===== config.mk =====
export PLATFORM = sky130hd
export DESIGN_NAME = multi_channel_serializer
export DESIGN_NICKNAME = d
export VERILOG_FILES = /design/src/rtl/serializer_pkg.sv /design/src/rtl/rr_arbiter.sv /design/src/rtl/multi_channel_serializer.sv
export SDC_FILE = /design/constraint.sdc
export NUM_CORES = 2
export LEC_CHECK = 0
export CORE_AREA = 4 4 667 669
export DETAILED_ROUTE_END_ITERATION = 8
export DIE_AREA = 0 0 671 673
export PLACE_DENSITY = 0.41
export SLEW_MARGIN = 20
export SYNTH_ARGS = -nofsm -noshare
export SYNTH_HDL_FRONTEND = slang
export SYNTH_HIERARCHICAL = 1
export SYNTH_SLANG_ARGS = --single-unit

===== constraint.sdc =====
create_clock -name clk_i -period 6.9 [get_ports clk_i]
set_input_delay 0.69 -clock clk_i [delete_from_list [all_inputs] [get_ports clk_i]]
set_output_delay 0.69 -clock clk_i [all_outputs]
set_load 0.05 [all_outputs]

===== src/rtl/serializer_pkg.sv =====
// serializer_pkg: shared FSM state, ordering-mode codes and width helper for the serializer
package serializer_pkg;
  typedef enum logic {IDLE, STREAM} state_e;
  localparam int CH_MAJOR = 0;
  localparam int POS_MAJOR = 1;
  function automatic int safe_clog2(input int n);
    return n > 1 ? $clog2(n) : 1;
  endfunction
endpackage


===== src/rtl/rr_arbiter.sv =====
// rr_arbiter: picks the first requesting index at or after ptr, wrapping (req, ptr -> grant_idx, grant_valid)
module rr_arbiter
  import serializer_pkg::*;
#(
  parameter int N = 8,
  localparam int W = safe_clog2(N)
) (
  input  logic [N-1:0] req,
  input  logic [W-1:0] ptr,
  output logic [W-1:0] grant_idx,
  output logic         grant_valid
);
  int j;
  always_comb begin
    j = 0;
    grant_idx = '0;
    grant_valid = |req;
    for (int k = N - 1; k >= 0; k--) begin
      j = int'(ptr) + k >= N ? int'(ptr) + k - N : int'(ptr) + k;
      grant_idx = req[j] ? W'(j) : grant_idx;
    end
  end
endmodule


===== src/rtl/multi_channel_serializer.sv =====
// multi_channel_serializer: per-channel valid/ready column capture streamed as single words on a wen/full port
module multi_channel_serializer
  import serializer_pkg::*;
#(
  parameter int NUM_CHANNELS = 8,
  parameter int LAYER_HEIGHT = 13,
  parameter int WORD_SIZE = 16,
  parameter int INTERLEAVE = 0,
  localparam int CW = safe_clog2(NUM_CHANNELS),
  localparam int IW = safe_clog2(LAYER_HEIGHT)
) (
  input  logic                                                 clk_i,
  input  logic                                                 reset_i,
  input  logic [NUM_CHANNELS-1:0]                              valid_i,
  output logic [NUM_CHANNELS-1:0]                              ready_o,
  input  logic [NUM_CHANNELS-1:0][LAYER_HEIGHT-1:0][WORD_SIZE-1:0] data_i,
  output logic                                                 wen_o,
  input  logic                                                 full_i,
  output logic [WORD_SIZE-1:0]                                 data_o,
  output logic [CW-1:0]                                        channel_o,
  output logic [IW-1:0]                                        index_o,
  output logic                                                 last_o
);
  logic [NUM_CHANNELS-1:0][LAYER_HEIGHT-1:0][WORD_SIZE-1:0] col_buf;
  logic [NUM_CHANNELS-1:0] occ, cap, clr;
  logic [CW-1:0] rr_ptr, cur_ch, grant_idx;
  logic [IW-1:0] idx;
  logic grant_valid, xfer, ch_end, idx_end, start;
  state_e state;
  rr_arbiter #(.N(NUM_CHANNELS)) u_arb (
    .req(occ),
    .ptr(rr_ptr),
    .grant_idx(grant_idx),
    .grant_valid(grant_valid)
  );
  always_comb begin
    ch_end = cur_ch == CW'(NUM_CHANNELS - 1);
    idx_end = idx == IW'(LAYER_HEIGHT - 1);
    ready_o = ~occ & {NUM_CHANNELS{!reset_i}};
    cap = valid_i & ready_o;
    wen_o = state == STREAM;
    last_o = wen_o & idx_end & (INTERLEAVE == CH_MAJOR | ch_end);
    data_o = wen_o ? col_buf[cur_ch][idx] : '0;
    channel_o = cur_ch;
    index_o = idx;
    xfer = wen_o & !full_i;
    clr = !(xfer & last_o) ? '0 : INTERLEAVE == POS_MAJOR ? '1 : NUM_CHANNELS'(1) << cur_ch;
    start = INTERLEAVE == POS_MAJOR ? &occ : grant_valid;
  end
  always_ff @(posedge clk_i)
    for (int c = 0; c < NUM_CHANNELS; c++)
      if (cap[c]) col_buf[c] <= data_i[c];
  always_ff @(posedge clk_i or posedge reset_i)
    if (reset_i) begin
      occ <= '0;
      state <= IDLE;
      rr_ptr <= '0;
      idx <= '0;
      cur_ch <= '0;
    end else begin
      occ <= (occ | cap) & ~clr;
      if (state == IDLE && start) begin
        state <= STREAM;
        idx <= '0;
        cur_ch <= INTERLEAVE == POS_MAJOR ? '0 : grant_idx;
      end else if (state == STREAM && xfer) begin
        if (last_o) begin
          state <= IDLE;
          rr_ptr <= INTERLEAVE == POS_MAJOR ? rr_ptr : ch_end ? '0 : cur_ch + 1'b1;
        end else if (INTERLEAVE == POS_MAJOR) begin
          cur_ch <= ch_end ? '0 : cur_ch + 1'b1;
          idx <= ch_end ? idx + 1'b1 : idx;
        end else
          idx <= idx + 1'b1;
      end
    end
endmodule


==> results_dict.tcl <==
set metrics [dict create \
    crit_path_end_kind "output port" \
    min_from "data_i[1248]" \
    hpwl_um 377500 \
    setup_ws_ns 0.08312 \
    drtAntennaViolNets 0 \
    reg2reg_depth 3 \
    hold_viol_final 0 \
    crit_path_cell_trace "buf_4 > buf_4 > nor2_4 > buf_12 > a22o_1 > o21ai_0 > a41oi_1 > buf_4 > a211oi_1 > buf_4 > buf_12" \
    grt_pass1_vias 44826 \
    synth_cell_type_count 57 \
    via_count 44142 \
    peakVddDrop_uv 294.9 \
    hold_slack_ns 0.2818 \
    relSlewSlack_pct 11.57 \
    total_power_mw 36.26 \
    grt_usage_pct 19.91 \
    synth_largest_area_cell "edfxtp_1" \
    nets 6689 \
    placementRows 243 \
    routed_wl_um 467600 \
    drive_above_1_share_pct 17.84 \
    cp.required_ns 6.21 \
    synthCells 3119 \
    start_kind "flip-flop" \
    syn-num-nets 4804 \
    synthMostInstantiatedCell "edfxtp_1" \
    hold_class "in -> reg" \
    outcome "finished, final reports clean" \
    synth_area_leaders "edfxtp_1 76%, mux4_2 10%, mux2i_1 3.6%" \
    netlist_top_cells_count "1664 x edfxtp_1, 303 x mux4_2, 237 x mux2i_1" \
    cts_tree "yes" \
    r2r_slack_ns 3.54 \
    core_area_um2 438100 \
    post-route-period-util_pct 98.80 \
    first_pass_iters 6 \
    clock-sinks 1683 \
    ys_seq_elements 1683 \
    fin_worst_skew_ns 0.06569 \
    portBuffers 1707 \
    wl_per_cell_um 41.80 \
    yosysSeqAreaShare_pct 76.84 \
    critPathKind "reg -> out" \
    setup_viol 0 \
    syn_area_per_cell_um2 21.05 \
    die_w_um 671 \
    synth_edf_count 1664 \
    final_core_util_pct 22.50 \
    worst_hold_path.num_cells 1 \
    cts_root_buffer "clkbuf_16" \
    worstPathArrival_ns 6.13 \
    cpPeakStageDelay_ns 1.04 \
    worstReg2RegStart "occ[7]" \
    synthFlopType "edfxtp_1" \
    chipHeight_um 673 \
    report.final.slew_viol_count 0 \
    grt_pass1_wl_um 567000 \
    fmax_ghz 0.1467 \
    rsz0062_at_grt "false" \
    finalInstanceArea_um2 98560 \
    insertion_delay_ns 0.92 \
    gp_congestion 0.8927 \
    viasPerCell 3.947 \
    drv_cap 0 \
    fillers 45607 \
    slowest_stage "o21ai_0" \
    htreeDepth 4 \
    grt_overflow 0 \
    timing.hold.worst_endpoint "col_buf[1248]" \
    die-area_um2 451600 \
    fin_setup_tns_ns 0 \
    path_max_fanout 48 \
    yosysTopAreaCellShare_pct 76.11 \
    synthArstFlopShare_pct 1.129 \
    crit_top_cell "buf_4" \
    reg2reg_to "col_buf[1554]" \
    antenna_found_initial 448 \
    ys_warn_count 6 \
    leakagePower_nw 30.41 \
    grt_max_degree 111 \
    dp_cells 10664 \
    initial_core_util_pct 14.98 \
    io_pins 1708 \
    syn-cell-area_um2 65650 \
    post_dp_cell_area_um2 90930 \
    clk_path_buf_depth 4 \
    fin_crit_ns 6.817 \
    remaining_drc_errors 0 \
    pre_cts_slack_ns 0.9985 \
    cts-buffers-inserted 217 \
    worst_slew_pin_slew_ns 1.313 \
    dr.first_iter.drc_count 4720 \
    finalNonFillerCells 11185 \
    syn2layout_area_growth_pct 50.14 \
    clk_pin_slew_worst_paths_ns 0.07 \
    power_density_nw_per_um2 367.9 \
]
[critical path: cells and delay by family, from the launching register on]
| kind | cells | cell delay, ns |
|---|---|---|
| AO/OA/AOI/OAI | 4 | 2.54 |
| buffers and inverters | 6 | 1.53 |
| flip-flops | 1 | 0.98 |
| AND/OR/NAND/NOR | 1 | 0.08 |
[state kept, by name, indices dropped and copies added, names as in the netlist]
register / flops
col_buf: 1664
occ: 8
index_o: 4
channel_o: 3
rr_ptr: 3
wen_o: 1
[layout make-up]
class	instances	area, µm²	area share [%]
Clock buffer	257	5580	5.662
Multi-Input combinational cell	1244	14530	14.74
Clock inverter	143	1722	1.747
Timing Repair Buffer	1843	18540	18.81
Antenna cell	120	300.3	0.3047
Sequential cell	1683	50470	51.21
Inverter	15	58.81	0.05966
Tap cell	5880	7357	7.464
[placed cells by master, fill, tap and decap left out, types with 36 or more instances in the layout]
master	synthesis	routed
mux2_2	55	55
a22oi_1	65	65
o21ai_0	61	53
nor2_1	46	43
clkinv_1	2	38
buf_4	34	109
buf_12	1	36
edfxtp_1	1664	1664
mux2i_1	237	231
nand2_1	62	62
mux4_2	303	303
diode_2	0	120
clkdlybuf4s50_1	0	1691
clkbuf_16	0	217
clkbuf_1	54	40
o22ai_1	70	70
[worst max-delay path by stage]
stage	start	end	slack, ns	depth (start not counted)
3_5_place_dp	channel_o[0]	data_o[7]	1.0	11
6_report	channel_o[0]	data_o[7]	0.08	11
4_1_cts	channel_o[0]	data_o[7]	0.03	11
5_1_grt	channel_o[0]	data_o[7]	0.09	11
3_3_place_gp	channel_o[0]	data_o[4]	-0.06	7
2_1_floorplan	reset_i	col_buf[624]	-0.12	3
[metal layers]
| layer | wire (µm) | global-route usage (%) | vias to the layer above |
|---|---|---|---|
| met5 | 1290 | 0 | - |
| met4 | 16780 | 6.246 | 202 |
| met3 | 44400 | 6.983 | 910 |
| met2 | 229900 | 34.18 | 2766 |
| met1 | 175200 | 23.14 | 23136 |
| li1 | - | - | 17128 |
[where the power goes]
group / internal, mW / total (mW) / switching, mW
Clock: 6.85 / 12.0 / 5.11
Sequential: 12.0 / 12.7 / 0.725
Combinational: 4.30 / 11.6 / 7.29
[cells by family (layout without fill, tap and decap cells)]
| kind of cell | Yosys count | count (layout) | share of synthesized area (%) |
|---|---|---|---|
| buf+inv | 192 | 2258 | 1.612 |
| mux | 605 | 605 | 15.35 |
| xor+xnor | 5 | 5 | 0.06672 |
| fa+ha+maj | 10 | 10 | 0.1906 |
| other cells | 0 | 120 | 0 |
| flops | 1683 | 1683 | 76.84 |
| simple gates | 228 | 228 | 1.717 |
| compound gates | 396 | 396 | 4.223 |
[what timing repair did]
action / 4_1_cts / 5_1_grt
setup buffers: 1 / 0
resized for setup: 0 / 0
endpoints found under the setup margin: 1 / 0
hold buffers: 0 / 0
Power figures use the tool's default switching activity.
